$ cat src/rtl/fifo_arb_pkg.sv
// Shared types and round-robin index math for the FIFO write-port arbiter.
// Used by the RTL and by the bench.
package fifo_arb_pkg;

  typedef enum logic {IDLE, BUSY} arb_state_t;

  localparam int STAT_W = 16;

  // First valid index scanning upward from last_ptr+1, modulo nreq (<= 8).
  function automatic logic [2:0] rr_next(
    input logic [7:0] valid,
    input logic [2:0] last_ptr,
    input int         nreq
  );
    logic [2:0] r;
    logic [2:0] idx;
    r = last_ptr;
    for (int k = 8; k >= 1; k--) begin
      if (k <= nreq) begin
        idx = 3'((int'(last_ptr) + k) % nreq);
        if (valid[idx]) r = idx;
      end
    end
    return r;
  endfunction

endpackage

$ cat src/rtl/fifo_wr_arbiter_rr_pick.sv
// Combinational round-robin picker: winner index and any-valid flag.
// Priority starts just above last_ptr and wraps.
module rr_pick
  import fifo_arb_pkg::*;
#(
  parameter  int NREQ = 4,
  localparam int GW   = $clog2(NREQ)
) (
  input  logic [NREQ-1:0] valid,
  input  logic [GW-1:0]   last_ptr,
  output logic [GW-1:0]   winner,
  output logic            any
);

  assign winner = GW'(rr_next(8'(valid), 3'(last_ptr), NREQ));
  assign any    = |valid;

endmodule

$ cat src/rtl/fifo_wr_arbiter.sv
// Round-robin burst arbiter for the write side of an async FIFO.
// Optional per-requester beat counters: FIFO_WR_ARB_STATS_EN.
module fifo_wr_arbiter
  import fifo_arb_pkg::*;
#(
  parameter  int NREQ     = 4,
  parameter  int DATASIZE = 8,
  localparam int GW       = $clog2(NREQ)
) (
  input  logic                     clk1,
  input  logic                     rst1,
  input  logic [NREQ-1:0]          req_valid,
  input  logic [NREQ-1:0]          req_last,
  input  logic [NREQ*DATASIZE-1:0] req_data,
  output logic [NREQ-1:0]          req_ready,
  input  logic                     full,
`ifdef FIFO_WR_ARB_STATS_EN
  input  logic [GW-1:0]            stat_sel,
  output logic [STAT_W-1:0]        stat_cnt,
`endif
  output logic                     w_en,
  output logic [DATASIZE-1:0]      wdata,
  output logic [GW-1:0]            grant_id,
  output logic                     busy
);

  arb_state_t          state;
  logic                busy_q;
  logic [GW-1:0]       last_ptr;
  logic [GW-1:0]       pick;
  logic                any;
  logic                open;
  logic [DATASIZE-1:0] beats [NREQ];

  for (genvar i = 0; i < NREQ; i++) begin : g_beats
    assign beats[i] = req_data[i*DATASIZE +: DATASIZE];
  end

  rr_pick #(.NREQ(NREQ)) u_pick (
    .valid    (req_valid),
    .last_ptr (last_ptr),
    .winner   (pick),
    .any      (any)
  );

  // full gates the write combinationally: no overflow window.
  assign open  = busy_q & ~full & ~rst1;
  assign w_en  = open & req_valid[grant_id];
  assign wdata = busy_q ? beats[grant_id] : '0;
  assign busy  = busy_q & ~rst1;

  always_comb begin
    req_ready = '0;
    if (open) req_ready[grant_id] = 1'b1;
  end

  always_ff @(posedge clk1) begin
    if (rst1) begin
      state    <= IDLE;
      busy_q   <= 1'b0;
      grant_id <= '0;
      last_ptr <= GW'(NREQ - 1);
    end else begin
      unique case (state)
        IDLE: begin
          if (any) begin
            grant_id <= pick;
            state    <= BUSY;
            busy_q   <= 1'b1;
          end
        end
        BUSY: begin
          if (w_en && req_last[grant_id]) begin
            last_ptr <= grant_id;
            state    <= IDLE;
            busy_q   <= 1'b0;
          end
        end
        default: begin
          state  <= IDLE;
          busy_q <= 1'b0;
        end
      endcase
    end
  end

`ifdef FIFO_WR_ARB_STATS_EN
  logic [STAT_W-1:0] cnt [NREQ];

  always_ff @(posedge clk1) begin
    if (rst1) begin
      for (int i = 0; i < NREQ; i++) cnt[i] <= '0;
    end else if (w_en && cnt[grant_id] != '1) begin
      cnt[grant_id] <= cnt[grant_id] + 1'b1;
    end
  end

  assign stat_cnt = cnt[stat_sel];
`endif

endmodule
$ cat config.mk
export PLATFORM = sky130hd
export DESIGN_NAME = fifo_wr_arbiter
export DESIGN_NICKNAME = d
export VERILOG_FILES = /design/src/rtl/fifo_arb_pkg.sv /design/src/rtl/fifo_wr_arbiter_rr_pick.sv /design/src/rtl/fifo_wr_arbiter.sv
export SDC_FILE = /design/constraint.sdc
export NUM_CORES = 1
export LEC_CHECK = 0
export ABC_CLOCK_PERIOD_IN_PS = 2700
export BUFFER_PORTS_ARGS = -buffer_cell sky130_fd_sc_hd__buf_2
export CORE_UTILIZATION = 41
export CTS_CLUSTER_DIAMETER = 120
export DETAILED_ROUTE_END_ITERATION = 8
export PLACE_DENSITY = 0.85
export SLEW_MARGIN = 20
export SYNTH_ARGS = -nofsm -noshare
export SYNTH_HDL_FRONTEND = slang
export SYNTH_SLANG_ARGS = --single-unit
$ cat constraint.sdc
create_clock -name clk1 -period 2.7 [get_ports clk1]
set_input_delay 0.135 -clock clk1 [delete_from_list [all_inputs] [get_ports clk1]]
set_output_delay 0.135 -clock clk1 [all_outputs]
set_load 0.02 [all_outputs]
==> results.md <==
* Overflow left after global routing at 0
* CP bufs+invs at 1
* Cells after Synth at 75
* Rows at 14
* Internal at between 200 and 250 uW
* Setup Total Neg Slack at 0 ps
* Die ar. at about 1900 um^2
* Status: finished, violations left
* Global-route wire length before repair at approximately 3300 um
* N_diodes at 0
* Reg power frac at 0.331
* Hold WS at a little under 200 ps
* YS warnings at 0
* Sw frac at 0.3312
* All-Layer GR Usage at 0.2267
* Clock Skew at about 6.0 ps
* CTS sink count at 6
* Critical path data arrival time at approximately 1900 ps
* Initial Utilization at 0.4556
* Seq cells post-synth at 6
* DRT Wirelength at about 2100 um
* Most common cell after layout, fill and taps aside: buf_2
* Core area at 1577 um^2
* Reg clk slew, reported paths at about 50 ps
* # IOs at 59
* Worst-margin pin slew at roughly 650 ps
* Clock latency on the worst-skew pair at between 200 and 300 ps
* Share of cells above drive strength 1 at 0.6124
* Post-DP Area at 983.4 um^2
* Initial antenna violation count at 0
* Synth-to-layout area growth at 40.07%
* PwrDens at around 330 nW/um^2
* Final Cell Area at 1006 um^2
* Detailed Route Iter0 Violations at 32
* Average routed wire per standard cell at between 10 and 15 um
* Peak supply drop at between 0.00015 and 0.0002 V
* Via count at roughly 800
* Period minus WS final at between 2000 and 2500 ps
* Critical path class: reg -> out
* Startpoint Class: flip-flop
* Leak Pwr at just under 0.0005 uW
* Root Driver: clkbuf_4
* HPWL Detailed at between 1500 and 2000 um
* Final setup viols at 0
* Via-per-instance ratio at approximately 5.5
* Violated checks: design-rule violations
* DR pass1 iterations at 9
* Worst reg2reg path depth at 3
* Crit-path max cell delay at approximately 730 ps
* # hold bufs at CTS at 0
* RSZ-0062 raised after global routing: false
* Drc violations at 7
* CP Max Fanout at 18
* GP Congestion at 0.8116
* TritonCTS clock tree: done
* Clk pwr share at 0.254
* Die X at 43.86 um
* CP Capture Type: primary output
* Number of stages on the worst setup path at 3
* Logic gate share of total power at 0.415
* Syn nets at 118
* Delay-heaviest family, CP: flip-flops
* Mapped cell area at ~720 um^2
* CTS H-Tree Depth at 1
* Slowest CP cell: dfxtp_1
* Post-cts sizing count at 0
* DP Cell Count at between 100 and 150
* Num CTS Buffers at 3
* Largest net degree at the start of global routing at 19
* Post-Syn Area per Cell at between 9 and 10 um^2
* Psw at approximately 110 uW
* Vias in the first global route at between 700 and 800
* Final hold viol count at 0
* Crit-path cells: mux4_2 > and2_4 > buf_2
* Fin crit share at 0.7539
* Port Buffers at 58
* Final Power at 336.3 uW
* Sequential fraction of the synthesis area at 0.1672
* Non-filler cells, final at 145
* F_max at a little under 500 MHz
* DIE HEIGHT at between 40 and 50 um
* Cell variety after synth at 32
* Maximum clock path buffer count at 2
* DRT antenna net count at 0
* Rel. slew slack at 0.5684
* Post-CTS setup buffers at 0
* Slew Limit Fails at 0
* Hold WC Path Type: in -> reg
* Most frequent cells in the layout: buf_2 (58), mux4_2 (9), nor2_1 (8), and2_1 (8), dfxtp_1 (6)
* Max-cap violations at 0
* Hold Path Cell Cnt at 2
* Critical Path RT at roughly 2600 ps
* Fin nets at roughly 170
==> cells by family (layout without fill, tap and decap cells) <==
kind of cell           count (synthesis)  in the layout  synth area share
DFF                                    6              6            0.1673
buffers and inverters                 10             64           0.08361
muxes                                 13             13            0.3415
AOI/OAI and AO/OA                     12             12            0.1237
and+or+nand+nor                       34             34            0.2840
==> per-stage QoR <==
step                utilization  worst slack, ps
finish                   0.6381            664.4
global route             0.6381            557.1
CTS                      0.6381            648.2
detailed placement       0.6238            793.5
global placement         0.6238            829.2
floorplan                     -            918.5
==> power groups by stage <==
stage	sequential [uW]	clock (uW)	combinational, uW
6_report	111	85.5	140
5_1_grt	114	94.5	150
3_3_place_gp	113	0	136
4_1_cts	112	89.2	140
2_1_floorplan	102	0	101
3_5_place_dp	113	0	140
==> registers in the layout, summed over array words and instances, names as in the netlist <==
name,cells
grant_id,2
last_ptr,2
busy_q,1
state,1
==> layer usage <==
layer	part of all wire	routed length, um	vias to the layer above	GRT usage
li1	-	-	393	-
met1	0.36	731	367	0.2442
met2	0.51	1047	42	0.4179
met3	0.12	256	2	0.08333
met4	0.0073	15	0	0.05455
met5	0	0	-	0
==> Yosys cell counts (all sizes together) <==
master / n / area (um^2)
and2: 9 / 58.81
mux4: 9 / 202.7
nor2: 8 / 30.03
dfxtp: 6 / 120.1
buf: 4 / 37.53
clkbuf: 4 / 15.01
nand2: 4 / 15.01
nor3b: 4 / 35.03
nor3: 3 / 25.02
o21ai: 3 / 15.01
inv: 2 / 7.510
mux2: 2 / 22.52
mux2i: 2 / 20.02
nor2b: 2 / 12.51
a211oi: 1 / 7.510
a21oi: 1 / 5.000
a221o: 1 / 10.01
a221oi: 1 / 8.760
a22oi: 1 / 7.510
a41oi: 1 / 8.760
and3: 1 / 6.260
and3b: 1 / 8.760
nor4: 1 / 6.260
o211ai: 1 / 7.510
o21a: 1 / 7.510
o221a: 1 / 11.26
or2: 1 / 6.260
==> path summary, 6_finish.rpt <==
check / slack, ps / to / start
setup / recovery: 660 / w_en / grant_id[1]
hold / removal: 190 / state / rst1
setup reg to reg: 800 / last_ptr[1] / grant_id[1]
hold reg to reg: 570 / last_ptr[0] / last_ptr[0]
==> area by class of cell <==
cell class	count	area, um^2
sequential	6	120.1
inverter	2	7.507
tap	16	20.02
timing repair buffer	59	297.8
clock buffer	3	22.52
fill	144	570.5
multi-input combinational	59	538.0
Note: power is estimated with default switching activity, not from simulation.
